## src/rtl/fetch_pc_unit.sv

```systemverilog
// ============================================================================
// fetch_pc_unit : fetch stage owning the fetch PC; BTB lookup, imem read,
//                 IQ push with one-entry hold buffer and redirect discard.
// Revision: 1.0
// ============================================================================
`default_nettype none

module fetch_pc_unit #(
    parameter logic [31:0] RESET_PC = 32'h1eceb000
) (
    input  logic        clk,
    input  logic        rst,
    output logic [31:0] btb_pc,
    input  logic [31:0] btb_next_pc,
    input  logic        btb_pred_taken,
    output logic [31:0] imem_addr,
    output logic [3:0]  imem_rmask,
    input  logic [31:0] imem_rdata,
    input  logic        imem_resp,
    input  logic        iq_full,
    output logic        iq_push,
    output logic [31:0] iq_pc,
    output logic [31:0] iq_inst,
    output logic        iq_pred_taken,
    output logic [31:0] iq_pred_target,
    input  logic        redirect_valid,
    input  logic [31:0] redirect_pc
);

    typedef enum logic [1:0] {
        S_REQ     = 2'd0,
        S_WAIT    = 2'd1,
        S_HOLD    = 2'd2,
        S_DISCARD = 2'd3
    } state_t;

    state_t      r_state;
    logic [31:0] r_pc;
    logic [31:0] r_req_pc;
    logic        r_req_pred_taken;
    logic [31:0] r_req_target;
    logic [31:0] r_hold_inst;

    logic        w_issue;
    logic        w_push;
    logic        w_unused_ok;

    // Fetch addresses are word aligned; low address bits are dropped on load.
    assign w_unused_ok = &{1'b0, redirect_pc[1:0]};

    always_comb begin
        w_issue = !rst && !redirect_valid && (r_state == S_REQ);
        w_push  = !rst && !redirect_valid && !iq_full &&
                  (((r_state == S_WAIT) && imem_resp) || (r_state == S_HOLD));
    end

    assign btb_pc     = r_pc;
    assign imem_rmask = w_issue ? 4'hF : 4'h0;
    assign iq_push    = w_push;

    always_comb begin
        imem_addr      = 32'd0;
        iq_pc          = 32'd0;
        iq_inst        = 32'd0;
        iq_pred_taken  = 1'b0;
        iq_pred_target = 32'd0;
        if (!rst) begin
            imem_addr      = (r_state == S_REQ) ? r_pc : r_req_pc;
            iq_pc          = r_req_pc;
            iq_pred_taken  = r_req_pred_taken;
            iq_pred_target = r_req_target;
            if (r_state == S_HOLD) begin
                iq_inst = r_hold_inst;
            end else if (r_state == S_WAIT) begin
                iq_inst = imem_rdata;
            end
        end
    end

    always_ff @(posedge clk) begin
        if (rst) begin
            r_pc             <= RESET_PC;
            r_state          <= S_REQ;
            r_req_pc         <= 32'd0;
            r_req_pred_taken <= 1'b0;
            r_req_target     <= 32'd0;
            r_hold_inst      <= 32'd0;
        end else if (redirect_valid) begin
            r_pc        <= {redirect_pc[31:2], 2'b00};
            r_hold_inst <= 32'd0;
            case (r_state)
                S_REQ:     r_state <= S_REQ;
                S_HOLD:    r_state <= S_REQ;
                // A response arriving with the redirect settles the owed read.
                S_WAIT,
                S_DISCARD: r_state <= imem_resp ? S_REQ : S_DISCARD;
                default:   r_state <= S_REQ;
            endcase
        end else begin
            case (r_state)
                S_REQ: begin
                    r_req_pc         <= r_pc;
                    r_req_pred_taken <= btb_pred_taken;
                    r_req_target     <= btb_next_pc;
                    r_pc             <= {btb_next_pc[31:2], 2'b00};
                    r_state          <= S_WAIT;
                end
                S_WAIT: begin
                    if (imem_resp) begin
                        if (iq_full) begin
                            r_hold_inst <= imem_rdata;
                            r_state     <= S_HOLD;
                        end else begin
                            r_state <= S_REQ;
                        end
                    end
                end
                S_HOLD: begin
                    if (!iq_full) begin
                        r_state <= S_REQ;
                    end
                end
                S_DISCARD: begin
                    if (imem_resp) begin
                        r_state <= S_REQ;
                    end
                end
                default: r_state <= S_REQ;
            endcase
        end
    end

endmodule

`default_nettype wire

```

## config.mk

```make
export PLATFORM = sky130hd
export DESIGN_NAME = fetch_pc_unit
export DESIGN_NICKNAME = d
export VERILOG_FILES = /design/src/rtl/fetch_pc_unit.sv
export SDC_FILE = /design/constraint.sdc
export NUM_CORES = 1
export LEC_CHECK = 0
export CORE_MARGIN = 3
export CORE_UTILIZATION = 39
export CTS_BUF_LIST = sky130_fd_sc_hd__clkbuf_8
export CTS_CLUSTER_SIZE = 16
export DETAILED_ROUTE_END_ITERATION = 10
export PLACE_DENSITY = 0.78
export SYNTH_ARGS = -nofsm -noshare
export SYNTH_HDL_FRONTEND = slang
export SYNTH_SLANG_ARGS = --single-unit
export TNS_END_PERCENT = 10
```

## constraint.sdc

```tcl
create_clock -name clk -period 1.6 [get_ports clk]
set_clock_uncertainty 0.15 [all_clocks]
set_input_delay 0.24 -clock clk [delete_from_list [all_inputs] [get_ports clk]]
set_output_delay 0.24 -clock clk [all_outputs]
set_load 0.02 [all_outputs]
```

==> impl_summary.md <==
Run status
The final reports fail on setup timing. The flow ran to the end, but the final reports show violations.

Power and ir drop
Power spread over the standard cell area amounts to 841 nW/um2. The maximum vdd ir drop is 0.000442 V. The final total power is 8.45 mW. The analysis attributes to cell leakage a power of between 4 and 5 nW.

Route
In the final routed layout, each cell accounts on average for 16.5 um. The total detailed-routing wirelength is ~23 mm. The violation count after the first detailed-routing iteration is 443. The via total after detailed routing is about 7000. The count of unresolved DRC violations after routing is 0. The via density per instance is 5.09. The detailed-routing iteration count for the pre-antenna-repair pass is 5. The count of nets left with antenna violations after detail routing is 0.

Synth
After synthesis, flip-flops and latches occupy 42.5% of the total area. The dominant synthesized flop cell is sky130_fd_sc_hd__dfxtp_1. The largest area contributor in the netlist is sky130_fd_sc_hd__dfxtp_1. The mean instance size in the synthesized netlist is slightly above 7 um2. In the synthesized netlist, the cells that appear most often are sky130_fd_sc_hd__nand2_1 (292), sky130_fd_sc_hd__dfxtp_1 (129), sky130_fd_sc_hd__a21oi_1 (124). After technology mapping, the gate count stands at 844.

In the synthesized netlist the async set-or-reset flop fraction comes to 0%. Synthesis inferred 129 register bits. The Yosys step of the flow raised 0 warnings. The cell area that synthesis handed to floorplanning was 6080 um2.

In this run, distinct cell masters in the synthesized netlist total 27. The area share of the largest cell type after synthesis is a little over two fifths. The cell with the most instances after synthesis is sky130_fd_sc_hd__nand2_1. The synthesized design contains 0 enable-type register cells. Ranked by total cell area, the synthesized netlist is headed by sky130_fd_sc_hd__dfxtp_1 (42%), sky130_fd_sc_hd__nand2_1 (18%), sky130_fd_sc_hd__a21oi_1 (10%).

Timing
The portion of the clock cycle consumed by the worst path in the final layout is 134%. The number of pins exceeding their max-slew limit in the final report is 0. The highest clock frequency the design can meet is 0.466 GHz.

The number of hold violations in the final report is 0. The routed design could run at a clock period as short as 2.15 ns. Setup repair after global routing could not meet its margin everywhere. Summed over all failing endpoints, the final setup total negative slack is -31.50 ns. Hold is met by 0.0678 ns.

The final worst slack is -0.547 ns. Setup violations remaining at the end of the flow were counted as 87.

Critical path
The setup path with the least slack is of type reg -> out. Measured in cells, the most critical reg-to-reg path has a length of 10. Walking the worst path, the cells encountered are buf_6 > nor2_4 > buf_6 > buf_12 > buf_12 > nand2_4 > a21oi_4 > buf_6. The startpoint identified for the worst register-to-register timing path is r_state[1]. By instance count, the cell type seen most on the critical path is sky130_fd_sc_hd__buf_6. The element type at the critical path start is a flop.

STA classifies the critical path endpoint as a primary output. The slowest stage of the critical path is the sky130_fd_sc_hd__dfxtp_4 cell. The endpoint identified for the worst register-to-register timing path is btb_pc[10].

The setup slack of the most critical reg-to-reg path is -0.25 ns. The critical path data arrival time is 1.76 ns. For the worst setup path, the data required time is 1.21 ns.

The critical path buffer and inverter count is 5. In this design, the largest share of critical-path delay is due to buffers and inverters. Of all nets on the critical path, the largest fanout is 6.

On the worst path, the slowest cell contributes a delay of between 0.3 and 0.4 ns.

Clock network
The number of buffers created by CTS is 17. The total number of clock tree sinks is roughly 130. The longest clock path from root to sink contains 2 buffers.

The clock latency of the later-clocked register in the worst-skew pair is around 0.44 ns. Clock-pin slew was measured on the worst setup and hold paths at around 0.08 ns. The total number of H-tree levels is 4. The library cell used as clock root buffer is sky130_fd_sc_hd__clkbuf_8.

The clock tree from TritonCTS is done.

Floorplan
The height of the die is 131 um. The die boundary width is 131 um. The placement row count is 45. The area of the core is 15300 um2. The die covers between 15000 and 20000 um2. The initial standard-cell utilization of the core is 39.9%. In this run the count of I/O pins placed on the die edge is 268.

Global route
The overall fraction of global-route tracks in use is 25.0%. The via count of the first global-routing pass is 6573. The global-route wire length before repair is 33.6 mm.

The remaining global-route overflow is 0. The maximum number of pins on one net before global-route repair is 65. The initial antenna violation count is 0.

Finish
The number of cells in the finished layout apart from fillers is 1373. Relative to the synthesized area, the layout overhead comes to 65.2%. In the final layout, flip-flops and latches occupy 2600 um2. The multi-input logic area is around 3500 um2. The ratio of cells with drive above 1 in the final layout is roughly 37%. The antenna diode count is 0. For this run, the post-layout net count is 1252. The filler cells instantiated in the layout total 1302.

Hold path
The launch point of the worst hold path is rst. The worst hold path belongs to the class in -> reg. Counting instances, the worst hold path has a depth of 3.

The path with the worst hold slack has its endpoint at r_req_pc[28].

Placed design
Buffers placed on the I/O ports in this run total about 260. Detailed placement ended at an HPWL of 15.3 mm. The global placer's final weighted congestion is slightly below 0.9.

Prior to clock tree synthesis, the placed netlist has a worst setup slack of -0.831 ns. The total instance count after detailed placement is 1323.

Run
The count of max-cap constraint violations is 0.
cells by family after synthesis:
logic type      synth area share [%]
other cells                   0.0617
buf+inv                         7.30
compound gates                  17.4
simple gates                    32.8
flops                           42.5
worst max-delay path by stage:
stage                         from       endpoint  slack (ns)  depth (start not counted)
floorplan               r_state[1]  imem_addr[23]       -0.09                          5
global placement    redirect_valid  imem_rmask[2]       -0.81                          4
detailed placement  redirect_valid  imem_rmask[0]       -0.83                          4
CTS                     r_state[0]  imem_addr[31]       -0.58                          8
global route            r_state[1]   imem_addr[8]       -0.63                          8
finish                  r_state[1]   imem_addr[6]       -0.55                          8
flip-flops by register name (all words and copies together) (netlist names):
name and flops:
r_req_target 32, r_hold_inst 32, r_req_pc 32, btb_pc 30, r_req_pred_taken 1, r_state 2
through the flow:
stage | util, % | instance area [um2]
floorplan | - | 6170
global placement | 62.0 | 9470
detailed placement | 62.0 | 9470
CTS | 64.3 | 9820
global route | 65.8 | 10000
finish | 65.8 | 10000
worst reg2reg max path: stages (launching register included):
cell	delay, ns
sky130_fd_sc_hd__dfxtp_4	0.36
sky130_fd_sc_hd__buf_6	0.12
sky130_fd_sc_hd__nor2_4	0.15
sky130_fd_sc_hd__buf_6	0.12
sky130_fd_sc_hd__buf_12	0.10
sky130_fd_sc_hd__buf_12	0.13
sky130_fd_sc_hd__buf_4	0.13
sky130_fd_sc_hd__buf_4	0.09
sky130_fd_sc_hd__buf_4	0.10
sky130_fd_sc_hd__nand2_1	0.06
sky130_fd_sc_hd__a311oi_2	0.26
layout make-up:
cell class / instances / area share, %
inverter: 3 / 0.112
timing repair buffer: 369 / 32.6
sequential: 129 / 25.9
tap: 211 / 2.63
clock inverter: 11 / 0.897
multi-input combinational: 630 / 35.2
clock buffer: 20 / 2.74
cells in the final DEF, fill, tap and decap left out, types with 3 or more instances in the layout:
cell,Yosys,routed
sky130_fd_sc_hd__nand2_1,292,265
sky130_fd_sc_hd__dfxtp_1,129,119
sky130_fd_sc_hd__buf_4,10,112
sky130_fd_sc_hd__clkdlybuf4s50_1,0,97
sky130_fd_sc_hd__a21oi_1,124,90
sky130_fd_sc_hd__buf_2,25,81
sky130_fd_sc_hd__nor2b_1,65,58
sky130_fd_sc_hd__buf_6,7,52
sky130_fd_sc_hd__a21oi_2,0,30
sky130_fd_sc_hd__nor2_2,1,30
sky130_fd_sc_hd__nor2_1,55,25
sky130_fd_sc_hd__nand2_2,0,20
sky130_fd_sc_hd__a22oi_1,32,20
sky130_fd_sc_hd__clkbuf_8,0,20
sky130_fd_sc_hd__buf_12,0,16
sky130_fd_sc_hd__nand4b_1,13,13
sky130_fd_sc_hd__a22oi_2,0,12
sky130_fd_sc_hd__a311oi_1,18,12
sky130_fd_sc_hd__nand3_1,12,12
sky130_fd_sc_hd__dfxtp_2,0,8
sky130_fd_sc_hd__nand2_4,0,7
sky130_fd_sc_hd__a311oi_2,0,6
sky130_fd_sc_hd__nor2b_2,0,5
sky130_fd_sc_hd__clkinv_2,0,5
sky130_fd_sc_hd__clkdlybuf4s15_2,0,5
sky130_fd_sc_hd__a21oi_4,0,4
sky130_fd_sc_hd__nand2b_1,3,3
sky130_fd_sc_hd__inv_1,3,3
sky130_fd_sc_hd__o22a_1,3,3
sky130_fd_sc_hd__clkinvlp_4,0,3
per-layer routing:
metal  part of all wire [%]  GRT usage, %  up-vias
met5                      0             0        -
met4                    3.2          10.2        0
met3                    7.0          6.71       63
li1                       -             -     3389
met1                     40          29.2     3265
met2                     50          43.5      271
repair_timing:
item / CTS / global route
resized for setup: 695 / 199
pin swaps: 10 / 18
hold endpoints to repair: 1 / 0
hold buffers: 2 / 0
setup buffers: 8 / 10
endpoints found under the setup margin: 233 / 198
cloned: 3 / 0
power breakdown:
group          switching (mW)  internal, mW  total (mW)
Combinational            1.24          1.09        2.33
Clock                    1.30          1.32        2.62
Sequential              0.109          3.39        3.50
Total                    2.65          5.80        8.45
No activity file was read; power rests on OpenSTA's default activity.
